===== config.mk =====
export PLATFORM = sky130hd
export DESIGN_NAME = div_stall_unit_flat
export DESIGN_NICKNAME = d
export VERILOG_FILES = /design/src/rtl/div_stall_unit_if.sv /design/src/rtl/div_stall_unit.sv /design/src/flat_wrapper.sv
export SDC_FILE = /design/constraint.sdc
export NUM_CORES = 1
export LEC_CHECK = 0
export ABC_AREA = 1
export CAP_MARGIN = 20
export CORE_ASPECT_RATIO = 0.9
export CORE_MARGIN = 4
export CORE_UTILIZATION = 55
export DETAILED_ROUTE_END_ITERATION = 12
export PLACE_DENSITY = 0.77
export SYNTH_ARGS = -nofsm -noshare
export SYNTH_HDL_FRONTEND = slang
export SYNTH_SLANG_ARGS = --single-unit

===== constraint.sdc =====
create_clock -name cpu_clk -period 5.5 [get_ports cpu_clk]
set_input_delay 1.375 -clock cpu_clk [delete_from_list [all_inputs] [get_ports cpu_clk]]
set_output_delay 1.375 -clock cpu_clk [all_outputs]
set_load 0.005 [all_outputs]

===== src/rtl/div_stall_unit_if.sv =====
// ============================================================================
// Module      : div_stall_unit_if
// Description : EX-stage divide request/result bundle between pipeline and
//               the multi-cycle divider.
// Revision    : 1.0 - initial release
// ============================================================================
`default_nettype none

interface div_stall_unit_if #(
  parameter int DATA_W = 32
);
  logic              flush;
  logic              EX_DivSel;
  logic [5:0]        EX_func;
  logic [DATA_W-1:0] EX_dataA;
  logic [DATA_W-1:0] EX_dataB;
  logic              div_stall;
  logic              div_busy;
  logic              div_done;
  logic              div_by_zero;
  logic [DATA_W-1:0] div_quotient;
  logic [DATA_W-1:0] div_remainder;

  modport master (
    output flush, EX_DivSel, EX_func, EX_dataA, EX_dataB,
    input  div_stall, div_busy, div_done, div_by_zero, div_quotient, div_remainder
  );

  modport slave (
    input  flush, EX_DivSel, EX_func, EX_dataA, EX_dataB,
    output div_stall, div_busy, div_done, div_by_zero, div_quotient, div_remainder
  );
endinterface

`default_nettype wire


===== src/rtl/div_stall_unit.sv =====
// ============================================================================
// Module      : div_stall_unit
// Description : Radix-2 restoring DIV/DIVU unit with pipeline stall, 34-cycle
//               latency for nonzero divisors, 1 cycle for divide-by-zero.
// Revision    : 1.0 - initial release
// ============================================================================
`default_nettype none

module div_stall_unit #(
  parameter int DATA_W = 32,
  parameter int ITER   = 32
) (
  input  wire logic         cpu_clk,
  input  wire logic         reset,
  div_stall_unit_if.slave   bus
);

  localparam int         CNT_W      = $clog2(ITER);
  localparam logic [5:0] c_func_div  = 6'b011010;
  localparam logic [5:0] c_func_divu = 6'b011011;

  typedef enum logic [1:0] {
    S_IDLE  = 2'd0,
    S_CALC  = 2'd1,
    S_FIXUP = 2'd2,
    S_DONE  = 2'd3
  } state_t;

  state_t            state_q, state_d;
  logic [CNT_W-1:0]  cnt_q, cnt_d;
  logic [DATA_W-1:0] rem_q, rem_d;
  logic [DATA_W-1:0] quo_q, quo_d;
  logic [DATA_W-1:0] dvs_q, dvs_d;
  logic              negq_q, negq_d;
  logic              negr_q, negr_d;
  logic [DATA_W-1:0] qout_q, qout_d;
  logic [DATA_W-1:0] rout_q, rout_d;
  logic              dbz_q, dbz_d;

  logic              w_is_div;
  logic              w_is_signed;
  logic              w_start;
  logic              w_sign_a;
  logic              w_sign_b;
  logic [DATA_W-1:0] w_abs_a;
  logic [DATA_W-1:0] w_abs_b;
  logic [DATA_W:0]   w_rem_sh;
  logic              w_fits;
  logic [DATA_W-1:0] w_diff;

  assign w_is_div    = (bus.EX_func == c_func_div) || (bus.EX_func == c_func_divu);
  assign w_is_signed = (bus.EX_func == c_func_div);
  assign w_start     = (state_q == S_IDLE) && bus.EX_DivSel && w_is_div && !bus.flush;

  assign w_sign_a = w_is_signed && bus.EX_dataA[DATA_W-1];
  assign w_sign_b = w_is_signed && bus.EX_dataB[DATA_W-1];
  assign w_abs_a  = w_sign_a ? (~bus.EX_dataA + 1'b1) : bus.EX_dataA;
  assign w_abs_b  = w_sign_b ? (~bus.EX_dataB + 1'b1) : bus.EX_dataB;

  // Shifted partial remainder needs one extra bit; the difference fits in
  // DATA_W bits whenever the trial subtraction succeeds.
  assign w_rem_sh = {rem_q, quo_q[DATA_W-1]};
  assign w_fits   = (w_rem_sh >= {1'b0, dvs_q});
  assign w_diff   = w_rem_sh[DATA_W-1:0] - dvs_q;

  always_comb begin
    state_d = state_q;
    cnt_d   = cnt_q;
    rem_d   = rem_q;
    quo_d   = quo_q;
    dvs_d   = dvs_q;
    negq_d  = negq_q;
    negr_d  = negr_q;
    qout_d  = qout_q;
    rout_d  = rout_q;
    dbz_d   = dbz_q;

    case (state_q)
      S_IDLE: begin
        if (w_start) begin
          if (bus.EX_dataB == '0) begin
            qout_d  = '1;
            rout_d  = bus.EX_dataA;
            dbz_d   = 1'b1;
            state_d = S_DONE;
          end else begin
            rem_d   = '0;
            quo_d   = w_abs_a;
            dvs_d   = w_abs_b;
            negq_d  = w_sign_a ^ w_sign_b;
            negr_d  = w_sign_a;
            cnt_d   = CNT_W'(ITER - 1);
            state_d = S_CALC;
          end
        end
      end
      S_CALC: begin
        if (bus.flush) begin
          state_d = S_IDLE;
        end else begin
          rem_d = w_fits ? w_diff : w_rem_sh[DATA_W-1:0];
          quo_d = {quo_q[DATA_W-2:0], w_fits};
          cnt_d = cnt_q - 1'b1;
          if (cnt_q == '0) begin
            state_d = S_FIXUP;
          end
        end
      end
      S_FIXUP: begin
        if (bus.flush) begin
          state_d = S_IDLE;
        end else begin
          qout_d  = negq_q ? (~quo_q + 1'b1) : quo_q;
          rout_d  = negr_q ? (~rem_q + 1'b1) : rem_q;
          dbz_d   = 1'b0;
          state_d = S_DONE;
        end
      end
      S_DONE: begin
        state_d = S_IDLE;
      end
      default: begin
        state_d = S_IDLE;
      end
    endcase
  end

  always_ff @(posedge cpu_clk or negedge reset) begin
    if (!reset) begin
      state_q <= S_IDLE;
      cnt_q   <= '0;
      rem_q   <= '0;
      quo_q   <= '0;
      dvs_q   <= '0;
      negq_q  <= 1'b0;
      negr_q  <= 1'b0;
      qout_q  <= '0;
      rout_q  <= '0;
      dbz_q   <= 1'b0;
    end else begin
      state_q <= state_d;
      cnt_q   <= cnt_d;
      rem_q   <= rem_d;
      quo_q   <= quo_d;
      dvs_q   <= dvs_d;
      negq_q  <= negq_d;
      negr_q  <= negr_d;
      qout_q  <= qout_d;
      rout_q  <= rout_d;
      dbz_q   <= dbz_d;
    end
  end

  assign bus.div_stall     = !bus.flush &&
                             (w_start || (state_q == S_CALC) || (state_q == S_FIXUP));
  assign bus.div_busy      = (state_q == S_CALC) || (state_q == S_FIXUP);
  assign bus.div_done      = (state_q == S_DONE);
  assign bus.div_by_zero   = dbz_q;
  assign bus.div_quotient  = qout_q;
  assign bus.div_remainder = rout_q;

endmodule

`default_nettype wire


===== src/flat_wrapper.sv =====
// flat-port wrapper written by rule: the top's interface ports become plain ports
module div_stall_unit_flat 
#(
  parameter int DATA_W = 32,
  parameter int ITER   = 32
)
  (cpu_clk, reset, bus_flush, bus_EX_DivSel, bus_EX_func, bus_EX_dataA, bus_EX_dataB, bus_div_stall, bus_div_busy, bus_div_done, bus_div_by_zero, bus_div_quotient, bus_div_remainder);
  div_stall_unit_if #(.DATA_W(DATA_W)) bus_i ();
  input  wire logic cpu_clk;
  input  wire logic reset;
  input wire logic [$bits(bus_i.flush)-1:0] bus_flush;
  input wire logic [$bits(bus_i.EX_DivSel)-1:0] bus_EX_DivSel;
  input wire logic [$bits(bus_i.EX_func)-1:0] bus_EX_func;
  input wire logic [$bits(bus_i.EX_dataA)-1:0] bus_EX_dataA;
  input wire logic [$bits(bus_i.EX_dataB)-1:0] bus_EX_dataB;
  output wire logic [$bits(bus_i.div_stall)-1:0] bus_div_stall;
  output wire logic [$bits(bus_i.div_busy)-1:0] bus_div_busy;
  output wire logic [$bits(bus_i.div_done)-1:0] bus_div_done;
  output wire logic [$bits(bus_i.div_by_zero)-1:0] bus_div_by_zero;
  output wire logic [$bits(bus_i.div_quotient)-1:0] bus_div_quotient;
  output wire logic [$bits(bus_i.div_remainder)-1:0] bus_div_remainder;
  assign bus_i.flush = bus_flush;
  assign bus_i.EX_DivSel = bus_EX_DivSel;
  assign bus_i.EX_func = bus_EX_func;
  assign bus_i.EX_dataA = bus_EX_dataA;
  assign bus_i.EX_dataB = bus_EX_dataB;
  assign bus_div_stall = bus_i.div_stall;
  assign bus_div_busy = bus_i.div_busy;
  assign bus_div_done = bus_i.div_done;
  assign bus_div_by_zero = bus_i.div_by_zero;
  assign bus_div_quotient = bus_i.div_quotient;
  assign bus_div_remainder = bus_i.div_remainder;
  div_stall_unit #(.DATA_W(DATA_W), .ITER(ITER)) u_core (.cpu_clk(cpu_clk), .reset(reset), .bus(bus_i));
endmodule

Yosys cells after proc, flatten, opt, wreduce, memory -nomap -nowiden

Index checks and enable logic that the tools add are counted.

$add $sub $neg: 6
Magnitude comparators: 1
Eq/ne operators: 11
Multiplexer cells: 35
Bitwise logic cells: 6
Reductions and logical operators: 20

Operators with widths:

| cell                                                | number |
|---|---|
| two-way mux 32 bit                                  | 17 |
| case mux 32 bit (2 select lines)                    | 4 |
| adder 32 x 1 -> 32 bit, second input constant       | 4 |
| inverter 32 bit                                     | 4 |
| greater-or-equal comparator 33 x 32 -> 1 bit        | 1 |
| logical NOT 32 bit                                  | 1 |
| subtractor 32 bit                                   | 1 |
| two-way mux 5 bit                                   | 3 |
| equality test 6 x 5 -> 1 bit, second input constant | 2 |
| two-way mux 2 bit                                   | 5 |
| case mux 5 bit (2 select lines)                     | 1 |
| != test 2 bit, second input constant                | 4 |
| case mux 2 bit (4 select lines)                     | 1 |
| AND reduction 4 bit                                 | 2 |
| logical AND 1 bit                                   | 6 |
| logical NOT 5 bit                                   | 1 |
| subtractor 5 x 1 -> 5 bit, second input constant    | 1 |
| equality test 2 bit, second input constant          | 2 |
| logical OR 1 bit                                    | 4 |
| nonzero test 2 bit                                  | 2 |
| two-way mux 1 bit                                   | 3 |
| != test 3 x 2 -> 1 bit, second input constant       | 1 |
| AND reduction 3 bit                                 | 1 |
| equality test 2 x 1 -> 1 bit, second input constant | 1 |
| other kinds (7)                                     | 7 |

Register bits: 170
Input bits: 74

Logic depth before layout (Yosys ltp)

Depth after elaboration: 7
Depth in mapped cells: 17

Least setup slack after synthesis

OpenSTA, ideal clock, no wires.

Path kind: input-to-output
From: in bus_EX_func[1]
To: out bus_div_stall
Data arrival time: 1.830 ns
Path slack: 2.295 ns
Stages: 4
Path buffers: 0
Cells stage by stage: nand2_1 > nor2_1 > nand3_1 > a31oi_1

Word-level cells in the longest chain between the ends: 7
Elaborated cells between the ends (all ways): 8

RTL lines:

| element                            | line                  | source |
|---|---|---|
| from (decl)                        | flat_wrapper.sv:13    | `input wire logic [$bits(bus_i.EX_func)-1:0] bus_EX_func;` |
| equality test 6 x 5 -> 1 bit       | div_stall_unit.sv:51  | `assign w_is_div = (bus.EX_func == c_func_div) \|\| (bus.EX_func == c_func_divu);` |
| logical OR 1 bit (*)               | div_stall_unit.sv:51  |  |
| logical AND 1 bit (*) (2 in a row) | div_stall_unit.sv:53  | `assign w_start = (state_q == S_IDLE) && bus.EX_DivSel && w_is_div && !bus.flush;` |
| logical OR 1 bit (*) (2 in a row)  | div_stall_unit.sv:155 | `(w_start \|\| (state_q == S_CALC) \|\| (state_q == S_FIXUP));` |
| logical AND 1 bit (*)              | div_stall_unit.sv:154 | `assign bus.div_stall = !bus.flush &&` |
| to (decl)                          | flat_wrapper.sv:16    | `output wire logic [$bits(bus_i.div_stall)-1:0] bus_div_stall;` |

Every way passes the cells marked *; elsewhere a longest branch is shown, timed or not.

Worst setup path in the final report

Ends and elaborated chain as after synthesis.

==> impl_metrics.py <==
metrics = {
    "timing": {
        "rsz0062_at_grt": "false",
        "period_needed_ns": 4.30,
        "setup_viol": 0,
        "finalSetupTns_ns": 0,
        "hold_ws_ns": 0.486,
        "final.setup_skew_ns": 0.0152,
        "slew_violations": 0,
        "setup_ws_ns": 1.20,
        "fmax_mhz": 233,
        "min_period_over_period": 0.782,
        "slew-limit-headroom": 0.289,
        "hold_viol": 0,
        "worst_pin_slew_ns": 1.07,
    },
    "logic_synthesis": {
        "synthArstFlopShare": 1.00,
        "synth_edf_count": 0,
        "synth_area_per_cell_um2": 6.26,
        "ys.flop_type": "dfrtp_1",
        "yosysWarnings": 0,
        "ys_seq_area_frac": 0.313,
        "syn-num-nets": 2289,
        "synth_cell_types": 44,
        "synth_cells": 2171,
        "synth-seq-cells": 170,
        "synth_area_um2": 13600,
    },
    "critical_path": {
        "cp-end-kind": "output port",
        "cpPeakStageDelay_ns": 0.53,
        "critPathSlowestCell": "clkdlybuf4s50_1",
        "criticalPathCategory": "input port to output port",
        "crit_fanout": 4,
        "path_cells": "clkdlybuf4s50_1 -> nand2_1 -> nor2_1 -> nand3_1 -> a31oi_1 -> clkdlybuf4s50_1",
        "worstPathArrival_ns": 2.92,
        "cp.required_ns": 4.12,
        "start_kind": "input port",
        "cp_common_cell": "clkdlybuf4s50_1",
    },
    "pwr": {
        "p_per_area_nw_per_um2": 474,
        "p_leak_nw": 7.96,
        "peakVddDrop_mv": 0.419,
    },
    "global_routing": {
        "grt_max_degree": 91,
        "grt_pass1_vias": 13200,
        "groute.usage.overall": 0.343,
        "grt.overflow.total": 0,
        "antenna_found_initial": 0,
        "grt_pass1_wl_mm": 73.7,
    },
    "floorplan": {
        "die_width_um": 174,
        "die_area_um2": 27300,
        "io_pins": 142,
        "coreArea_um2": 24300,
        "start_util": 0.560,
        "rows": 54,
        "dieHeight_um": 157,
    },
    "drt": {
        "drt-vias-per-instance": 5.69,
        "finalWirelength_mm": 47.5,
        "drc": 0,
        "drtIter0Drc": 1876,
        "vias": 14800,
        "dr.pass1.iters": 5,
        "ant_nets": 0,
        "wire_per_inst_um": 18.3,
    },
    "clocking": {
        "cts.sinks": 170,
        "cts_resized": 0,
        "cts.hold.buffers_added": 0,
        "htreeDepth": 4,
        "root_buffer": "clkbuf_16",
        "cts_tree": "built",
        "numCtsBuffers": 17,
        "cts_setup_buffers": 0,
        "clockBufferDepth": 2,
        "insertion_delay_ns": 0.45,
        "clk_pin_slew_ns": 0.08,
    },
    "final_layout": {
        "drive_gt1_frac": 0.0345,
        "final_area_um2": 15700,
        "final_util": 0.648,
        "area_delta_synth_final_pct": 15.7,
        "layout.nets": 2396,
        "final_common_cell": "nand2_1",
        "antenna_cells": 0,
        "mostFrequentLayoutCells": "nand2_1 (697), inv_1 (298), nor2_1 (250)",
    },
    "placed_design": {
        "dpl_worst_slack_ns": 1.21,
        "port_buffers": 141,
        "gp_congestion": 1.02,
        "hpwl_mm": 38.1,
        "place_area_um2": 15100,
    },
    "status": {
        "outcome": "finished clean",
    },
    "run": {
        "maxCapViolCount": 0,
    },
    "min_path": {
        "min_path_type": "flip-flop to flip-flop",
    },
}
registers in the layout, summed over array words and instances, names as in the netlist:
register                  flops
u_core.bus.div_remainder     32
u_core.state_q                2
u_core.cnt_q                  5
u_core.dvs_q                 32
u_core.negr_q                 1
u_core.bus.div_by_zero        1
u_core.quo_q                 32
u_core.rem_q                 32
u_core.bus.div_quotient      32
u_core.negq_q                 1
metrics by stage:
stage | power, mW | instances
2_1_floorplan | 4.60 | 2171
4_1_cts | 7.32 | 2599
5_1_grt | 7.95 | 2599
6_report | 7.45 | 2599
3_3_place_gp | 6.02 | 2567
3_5_place_dp | 6.10 | 2567
worst max-delay path, delay by kind of cell:
family                 cells  cell delay (ns)
buffers and inverters      2             1.01
AOI/OAI and AO/OA          1             0.19
and+or+nand+nor            3             0.35
layout make-up:
class                   count  area (µm²)
inverters                 302        1130
multi-input cells        1631        7830
fillers                  2288        8540
repair buffers            156        1540
flip-flops and latches    170        4250
well taps                 308         385
clock inverters            15         153
clock buffers              17         425
path summary, 6_finish.rpt:
kind                                                    from                           end  slack (ns)  cells after the start
worst max-delay path                          bus_EX_func[1]                 bus_div_stall        1.20                      6
worst min-delay path            u_core.bus.div_remainder[22]  u_core.bus.div_remainder[22]        0.49                      2
worst max register to register               u_core.dvs_q[2]              u_core.rem_q[25]        1.86                     16
worst min register to register  u_core.bus.div_remainder[22]  u_core.bus.div_remainder[22]        0.49                      2
max in group asynchronous                              reset        u_core.bus.div_by_zero        3.62                      2
min in group asynchronous                              reset   u_core.bus.div_quotient[31]        0.95                      1
metal layers:
metal	global-route usage	vias to the layer above	share of wire
met5	0	-	0
met3	0.0997	63	0.12
li1	-	7118	-
met2	0.488	794	0.40
met4	0.0690	0	0.017
met1	0.521	6802	0.46
where the power goes:
part | internal (mW) | switching [mW]
registers | 1.67 | 0.405
logic | 1.48 | 2.70
clock network | 0.607 | 0.595
total | 3.75 | 3.70
Yosys cell counts (2+ instances only):
cell type    n  area (µm²)
a21o_1       2        15.0
a21oi_1     80         400
a22oi_1      6        45.0
a31oi_1     23         144
and2_1       4        25.0
and3_1       2        12.5
buf_2       28         140
buf_4        9        67.6
buf_6        6        67.6
clkbuf_1    24        90.1
dfrtp_1    170        4250
ha_1        43         538
inv_1      298        1120
inv_2        4        15.0
nand2_1    697        2620
nand2_2      3        18.8
nand3_1    214        1070
nand3_2      4        40.0
nand3b_1     5        37.5
nand4_1     24         150
nor2_1     250         938
nor2_2       4        25.0
nor3_1      12        60.1
nor4_1       2        12.5
o211ai_1    14         105
o21a_1       2        15.0
o21ai_0    110         551
o21ai_1     30         150
o21bai_1     2        15.0
o22ai_1      3        18.8
o31ai_1      3        22.5
or2_2       12        75.1
xnor2_1     17         149
xor2_1      54         473
cells by family after synthesis:
family,Yosys count,share of synthesized area
compound gates,280,0.113
simple gates,1236,0.377
buf+inv,370,0.111
flops,170,0.313
xor+xnor,71,0.0458
fa+ha+maj,44,0.0411
Note: power is estimated with default switching activity, not from simulation.
